<file path="config.mk">
export PLATFORM = sky130hd
export DESIGN_NAME = dma_line_master
export DESIGN_NICKNAME = d
export VERILOG_FILES = /design/src/rtl/dma_pkg.sv /design/src/rtl/dma_line_master.sv
export SDC_FILE = /design/constraint.sdc
export NUM_CORES = 1
export LEC_CHECK = 0
export ABC_AREA = 1
export ABC_CLOCK_PERIOD_IN_PS = 4000
export CAP_MARGIN = 20
export CELL_PAD_IN_SITES_DETAIL_PLACEMENT = 0
export CELL_PAD_IN_SITES_GLOBAL_PLACEMENT = 1
export CORE_ASPECT_RATIO = 1.4
export CORE_UTILIZATION = 37
export CTS_CLUSTER_SIZE = 28
export DETAILED_ROUTE_END_ITERATION = 10
export GPL_TIMING_DRIVEN = 0
export MAX_ROUTING_LAYER = met4
export PLACE_DENSITY_LB_ADDON = 0.2
export REMOVE_ABC_BUFFERS = 1
export SYNTH_ARGS = -nofsm -noshare
export SYNTH_HDL_FRONTEND = slang
export SYNTH_SLANG_ARGS = --single-unit
</file>
<file path="constraint.sdc">
create_clock -name clk_i -period 4 [get_ports clk_i]
set_clock_uncertainty 0.15 [all_clocks]
set_input_delay 0.6 -clock clk_i [delete_from_list [all_inputs] [get_ports clk_i]]
set_output_delay 0.6 -clock clk_i [all_outputs]
set_load 0.01 [all_outputs]
</file>
<file path="src/rtl/dma_pkg.sv">
// Shared types and sizing helpers for the cache-line DMA master.
package dma_pkg;

    localparam int unsigned WORD_BITS = 32;

    typedef enum logic [2:0] {
        IDLE     = 3'd0,
        WRITE    = 3'd1,
        RD_ISSUE = 3'd2,
        RD_WAIT  = 3'd3,
        DONE     = 3'd4
    } dma_state_e;

    // Number of bus beats per cache line.
    function automatic int unsigned beats_f(input int unsigned block_words,
                                            input int unsigned beat_words);
        return block_words / beat_words;
    endfunction

    // Number of byte-offset bits inside a cache line.
    function automatic int unsigned off_w_f(input int unsigned block_words);
        return $clog2(block_words * 4);
    endfunction

    // Width of a beat slot index; never zero so single-beat lines still elaborate.
    function automatic int unsigned idx_w_f(input int unsigned beats);
        return (beats > 1) ? $clog2(beats) : 1;
    endfunction

endpackage

</file>
<file path="src/rtl/dma_line_master.sv">
// Cache-line DMA master: splits fills/writebacks into bus beats and reassembles fill data.
// Optional DMA_PIPELINE_EN overlaps read-beat issue with response collection.
module dma_line_master
    import dma_pkg::*;
#(
    parameter int unsigned block_size_p     = 8,
    parameter int unsigned dma_data_width_p = 2,
    parameter int unsigned addr_width_p     = 32
) (
    input  logic                                clk_i,
    input  logic                                nreset_i,
    input  logic                                req_valid_i,
    output logic                                req_ready_o,
    input  logic                                req_we_i,
    input  logic [addr_width_p-1:0]             req_addr_i,
    input  logic [block_size_p*32-1:0]          req_wdata_i,
    output logic                                resp_valid_o,
    output logic [block_size_p*32-1:0]          resp_rdata_o,
    output logic                                mem_valid_o,
    input  logic                                mem_ready_i,
    output logic                                mem_we_o,
    output logic [addr_width_p-1:0]             mem_addr_o,
    output logic [dma_data_width_p*32-1:0]      mem_wdata_o,
    input  logic                                mem_valid_i,
    input  logic [dma_data_width_p*32-1:0]      mem_data_i
);

    localparam int unsigned BEATS      = beats_f(block_size_p, dma_data_width_p);
    localparam int unsigned BEAT_BITS  = dma_data_width_p * WORD_BITS;
    localparam int unsigned LINE_BITS  = block_size_p * WORD_BITS;
    localparam int unsigned BEAT_SHIFT = $clog2(dma_data_width_p * 4);
    localparam int unsigned OFF_W      = off_w_f(block_size_p);
    localparam int unsigned CNT_W      = $clog2(BEATS + 1);
    localparam int unsigned IDX_W      = idx_w_f(BEATS);
    localparam logic [addr_width_p-1:0] LINE_MASK = addr_width_p'((64'd1 << OFF_W) - 64'd1);
    localparam logic [CNT_W-1:0] LAST_BEAT = CNT_W'(BEATS - 1);

    dma_state_e                 r_state, w_state_nxt;
    logic [addr_width_p-1:0]    r_base, w_base_nxt;
    logic                       r_we, w_we_nxt;
    logic [LINE_BITS-1:0]       r_line, w_line_nxt;
    logic [CNT_W-1:0]           r_iss_cnt, w_iss_nxt;
`ifdef DMA_PIPELINE_EN
    logic [CNT_W-1:0]           r_ret_cnt, w_ret_nxt;
`endif
    logic [IDX_W-1:0]           w_slot;
    logic [addr_width_p-1:0]    w_beat_addr;

    logic                       r_req_ready;
    logic                       r_resp_valid;
    logic [LINE_BITS-1:0]       r_resp_rdata;
    logic                       r_mem_valid;
    logic                       r_mem_we;
    logic [addr_width_p-1:0]    r_mem_addr;
    logic [BEAT_BITS-1:0]       r_mem_wdata;

    // Read data lands in the slot of the beat being returned.
`ifdef DMA_PIPELINE_EN
    assign w_slot = IDX_W'(r_ret_cnt);
`else
    assign w_slot = IDX_W'(r_iss_cnt);
`endif

    // Next-state, counter and line-buffer update.
    always_comb begin
        w_state_nxt = r_state;
        w_base_nxt  = r_base;
        w_we_nxt    = r_we;
        w_line_nxt  = r_line;
        w_iss_nxt   = r_iss_cnt;
`ifdef DMA_PIPELINE_EN
        w_ret_nxt   = r_ret_cnt;
`endif
        case (r_state)
            IDLE: begin
                if (req_valid_i) begin
                    w_base_nxt  = req_addr_i & ~LINE_MASK;
                    w_we_nxt    = req_we_i;
                    w_line_nxt  = req_we_i ? req_wdata_i : r_line;
                    w_iss_nxt   = '0;
`ifdef DMA_PIPELINE_EN
                    w_ret_nxt   = '0;
`endif
                    w_state_nxt = req_we_i ? WRITE : RD_ISSUE;
                end
            end
            WRITE: begin
                if (mem_ready_i) begin
                    w_iss_nxt = r_iss_cnt + CNT_W'(1);
                    if (r_iss_cnt == LAST_BEAT) w_state_nxt = DONE;
                end
            end
`ifdef DMA_PIPELINE_EN
            RD_ISSUE: begin
                if (mem_ready_i) begin
                    w_iss_nxt = r_iss_cnt + CNT_W'(1);
                    if (r_iss_cnt == LAST_BEAT) w_state_nxt = RD_WAIT;
                end
                // Responses only count against beats already issued.
                if (mem_valid_i && (r_ret_cnt < r_iss_cnt)) begin
                    w_line_nxt[w_slot*BEAT_BITS +: BEAT_BITS] = mem_data_i;
                    w_ret_nxt = r_ret_cnt + CNT_W'(1);
                end
            end
            RD_WAIT: begin
                if (mem_valid_i && (r_ret_cnt < r_iss_cnt)) begin
                    w_line_nxt[w_slot*BEAT_BITS +: BEAT_BITS] = mem_data_i;
                    w_ret_nxt = r_ret_cnt + CNT_W'(1);
                    if (r_ret_cnt == LAST_BEAT) w_state_nxt = DONE;
                end
            end
`else
            RD_ISSUE: begin
                if (mem_ready_i) w_state_nxt = RD_WAIT;
            end
            RD_WAIT: begin
                if (mem_valid_i) begin
                    w_line_nxt[w_slot*BEAT_BITS +: BEAT_BITS] = mem_data_i;
                    w_iss_nxt   = r_iss_cnt + CNT_W'(1);
                    w_state_nxt = (r_iss_cnt == LAST_BEAT) ? DONE : RD_ISSUE;
                end
            end
`endif
            DONE:    w_state_nxt = IDLE;
            default: w_state_nxt = IDLE;
        endcase
        w_beat_addr = w_base_nxt + (addr_width_p'(w_iss_nxt) << BEAT_SHIFT);
    end

    // State and datapath registers.
    always_ff @(posedge clk_i or negedge nreset_i) begin
        if (!nreset_i) begin
            r_state   <= IDLE;
            r_base    <= '0;
            r_we      <= 1'b0;
            r_line    <= '0;
            r_iss_cnt <= '0;
`ifdef DMA_PIPELINE_EN
            r_ret_cnt <= '0;
`endif
        end else begin
            r_state   <= w_state_nxt;
            r_base    <= w_base_nxt;
            r_we      <= w_we_nxt;
            r_line    <= w_line_nxt;
            r_iss_cnt <= w_iss_nxt;
`ifdef DMA_PIPELINE_EN
            r_ret_cnt <= w_ret_nxt;
`endif
        end
    end

    // Outputs are registered from the next state so they align with the state they describe.
    always_ff @(posedge clk_i or negedge nreset_i) begin
        if (!nreset_i) begin
            r_req_ready  <= 1'b1;
            r_resp_valid <= 1'b0;
            r_resp_rdata <= '0;
            r_mem_valid  <= 1'b0;
            r_mem_we     <= 1'b0;
            r_mem_addr   <= '0;
            r_mem_wdata  <= '0;
        end else begin
            r_req_ready  <= (w_state_nxt == IDLE);
            r_resp_valid <= (w_state_nxt == DONE);
            if ((w_state_nxt == DONE) && !w_we_nxt) r_resp_rdata <= w_line_nxt;
            r_mem_valid  <= (w_state_nxt == WRITE) || (w_state_nxt == RD_ISSUE);
            r_mem_we     <= (w_state_nxt == WRITE);
            r_mem_addr   <= w_beat_addr;
            r_mem_wdata  <= (w_state_nxt == WRITE)
                          ? w_line_nxt[IDX_W'(w_iss_nxt)*BEAT_BITS +: BEAT_BITS] : '0;
        end
    end

    assign req_ready_o  = r_req_ready;
    assign resp_valid_o = r_resp_valid;
    assign resp_rdata_o = r_resp_rdata;
    assign mem_valid_o  = r_mem_valid;
    assign mem_we_o     = r_mem_we;
    assign mem_addr_o   = r_mem_addr;
    assign mem_wdata_o  = r_mem_wdata;

endmodule

</file>
==> impl_metrics.toml <==
[status]
outcome = "finished clean"

[floorplan]
top_level_ports = 714
die_y_um = 358
start_util_pct = 37.3
core_mm2 = 0.0896
fp.dieW_um = 256
rows = 130
dieArea_mm2 = 0.0917

[global_route]
grt_util_met3_pct = 5.66
met2_usage_pct = 55.8
antenna_found_initial = 28
grt_use_total_pct = 34.4
grt_pass1_vias = 33300
busiest_layer = "met2"
grt_util_met1_pct = 42.1
grt_max_degree = 113
grt_overflow = 0
grt_pass1_wl_mm = 226

[sta]
post-route-min-period_ns = 3.82
hold_ws_ns = 0.280
maxSlewViolCount = 0
period_share_pct = 95.5
max_slew_margin_pct = 31.8
tightest_slew_ns = 1.02
setup_violations = 0
max_freq_mhz = 262
finalHoldViolCount = 0
rsz0062_at_grt = "no"

[worst_setup_path]
cp-endpoint = "mem_addr_o[17]"
crit_required_ns = 4.37
rr_worst_depth = 13
critPathArrivalTime_ns = 4.19
crit_type = "in2reg"
r2r_end = "mem_wdata_o[12]"
r2r_slack_ns = 0.18
critical_path.startpoint = "mem_valid_i"
worstPathMaxFanout = 11
start_kind = "input port"
end_kind = "register"
reg2reg_from = "r_state[1]"

[clock_tree]
clock_sinks = 645
clk_path_buf_depth = 3
cts_root_buf = "clkbuf_16"
cts_buffers = 72
insertion_delay_ns = 0.64
htree_num_levels = 3
cts_tree = "yes"
clk_pin_slew_worst_paths_ns = 0.06

[finish]
fillers = 8900
fin_nets = 5691
area_delta_synth_final_pct = 37.3
drive_above_1_share_pct = 6.62

[flow_run]
cap_violations = 0

[place]
port_buffers = 705
dp_hpwl_mm = 102
gp_congestion = 0.890

[pwr]
power_leakage_nw = 22.8
power_mw = 38.0
p_per_area_mw_per_mm2 = 828
ir_worst_vdd_v = 0.000696

[yosys]
synth_area_leaders = "dfrtp_1, nand2_1, nand3_1"
synth_area_per_cell_um2 = 7.10
yosysTopAreaCell = "dfrtp_1"
ys_types = 32
synth_seq_cells = 645
synth.top_cell.area_share_pct = 48.1
ys_seq_area_share_pct = 48.2
synth.cell_area_mm2 = 0.0335
ys_warn_count = 0
syn_inst = 4711

[detailed_routing]
dr_total_vias = 34600
dr.first_iter.drc_count = 3191
ant_nets = 0
finalWirelength_mm = 158
routedWlPerCell_um = 24.0
first_pass_iters = 6
route.detailed.drc = 0
viasPerCell = 5.24

[worst_hold_path]
hold_path_class = "in2async"
-- Yosys cell counts --
cell type / number
o21ai_0: 69
dfrtp_1: 644
nand2_1: 2134
nor2_2: 5
buf_1: 29
or2_2: 70
dfstp_2: 1
inv_2: 7
nand4_1: 83
nand3_1: 581
nand3b_1: 8
buf_4: 17
clkbuf_1: 134
clkinv_1: 2
a21oi_1: 108
xor2_1: 15
fa_1: 1
o21ai_1: 2
inv_1: 271
nand2_2: 2
ha_1: 9
and2_1: 70
o211ai_1: 16
o31ai_1: 1
o22ai_1: 1
conb_1: 1
buf_2: 111
nor3_4: 1
a21boi_0: 13
o21a_1: 2
nor3_1: 2
nor2_1: 301
-- worst max-delay path: stages --
cell	delay (ns)
clkdlybuf4s50_1	0.76
inv_1	0.23
nand2_1	0.12
nand3_1	0.10
nand4_1	0.18
buf_8	0.23
buf_8	0.19
ha_1	0.25
fa_1	0.23
a21oi_1	0.10
inv_1	0.06
nand2_1	0.10
nor2_2	0.26
nand2_1	0.15
nor2_2	0.32
xor2_2	0.31
-- state kept, by name, indices dropped and copies added, names as in the netlist --
name and flops:
r_base 29, mem_valid_o 1, mem_addr_o 29, mem_wdata_o 64
r_we 1, resp_rdata_o 256, r_state 3, resp_valid_o 1
r_iss_cnt 3, req_ready_o 1, mem_we_o 1, r_line 256
-- repair_timing --
| action | CTS | global route |
|---|---|---|
| hold endpoints to repair | 31 | 0 |
| pin swaps | 8 | 2 |
| cloned | 4 | 6 |
| buffers inserted | 21 | 4 |
| hold buffers | 1 | 0 |
| endpoints found under the setup margin | 587 | 220 |
| resized for setup | 20 | 5 |
-- how the worst min path moves through the flow --
| stage | from | endpoint | slack, ns | depth (start not counted) |
|---|---|---|---|---|
| 2_1_floorplan | nreset_i | mem_addr_o[10] | 0.15 | 0 |
| 3_3_place_gp | r_base[3] | r_base[3] | 0.30 | 2 |
| 3_5_place_dp | resp_rdata_o[14] | resp_rdata_o[14] | 0.31 | 2 |
| 4_1_cts | nreset_i | resp_rdata_o[131] | 0.26 | 2 |
| 5_1_grt | nreset_i | r_line[131] | 0.30 | 2 |
| 6_report | nreset_i | resp_rdata_o[253] | 0.28 | 2 |
-- power by group --
part           switching [mW]  internal [mW]
clock network            3.00           3.95
logic                    13.7           7.45
registers                1.01           8.94
-- metrics by stage --
stage / std cells / utilization, % / setup WS [ns] / cell area [µm²] / setup TNS [ns]
detailed placement: 6401 / 47.9 / -1.31 / 42900 / -444.86
global route: 6594 / 51.2 / 0.00537 / 45900 / 0
global placement: 6315 / 45.4 / -29.86 / 40700 / -
finish: 6597 / 51.3 / 0.181 / 45900 / 0
CTS: 6558 / 51.0 / 0.0104 / 45700 / 0
floorplan: 4422 / - / -8.47 / 32200 / -2966.47
-- kinds of logic after synthesis --
family	Yosys count	share of synthesized area [%]
fa+ha+maj	10	0.396
xor+xnor	15	0.393
simple gates	3257	40.6
other cells	1	0.0112
flops	645	48.2
compound gates	212	3.41
buf+inv	571	7.01
-- cells in the final DEF, fill, tap and decap left out, types with 14 or more instances in the layout --
| cell | count |
|---|---|
| a21oi_1 | 108 |
| clkinv_2 | 14 |
| o21ai_0 | 69 |
| buf_4 | 22 |
| inv_1 | 270 |
| or2_2 | 70 |
| and2_1 | 70 |
| buf_12 | 24 |
| o211ai_1 | 16 |
| buf_8 | 15 |
| clkbuf_8 | 16 |
| nand4_1 | 83 |
| nand2_1 | 2128 |
| dfrtp_1 | 641 |
| nor2_1 | 293 |
| xor2_1 | 14 |
| clkbuf_16 | 78 |
| diode_2 | 29 |
| clkdlybuf4s50_1 | 703 |
| nand3_1 | 577 |
| buf_16 | 52 |
-- layout make-up --
cell class	instances	area, µm²	share of cell area (%)
clock buffer	100	2090	4.55
antenna	29	72.6	0.158
inverter	280	1100	2.39
tap	1188	1490	3.24
sequential	645	16100	35.2
clock inverter	31	328	0.714
multi-input combinational	3499	15200	33.1
timing repair buffer	825	9500	20.7
-- per-layer routing --
| metal | wire [µm] | vias up | share of wire, % |
|---|---|---|---|
| met5 | 0 | - | 0 |
| met4 | 7060 | 0 | 4.5 |
| met3 | 11000 | 297 | 6.9 |
| met2 | 76000 | 1452 | 48 |
| met1 | 64300 | 16800 | 41 |
| li1 | - | 16100 | - |
Note: power is estimated with default switching activity, not from simulation.
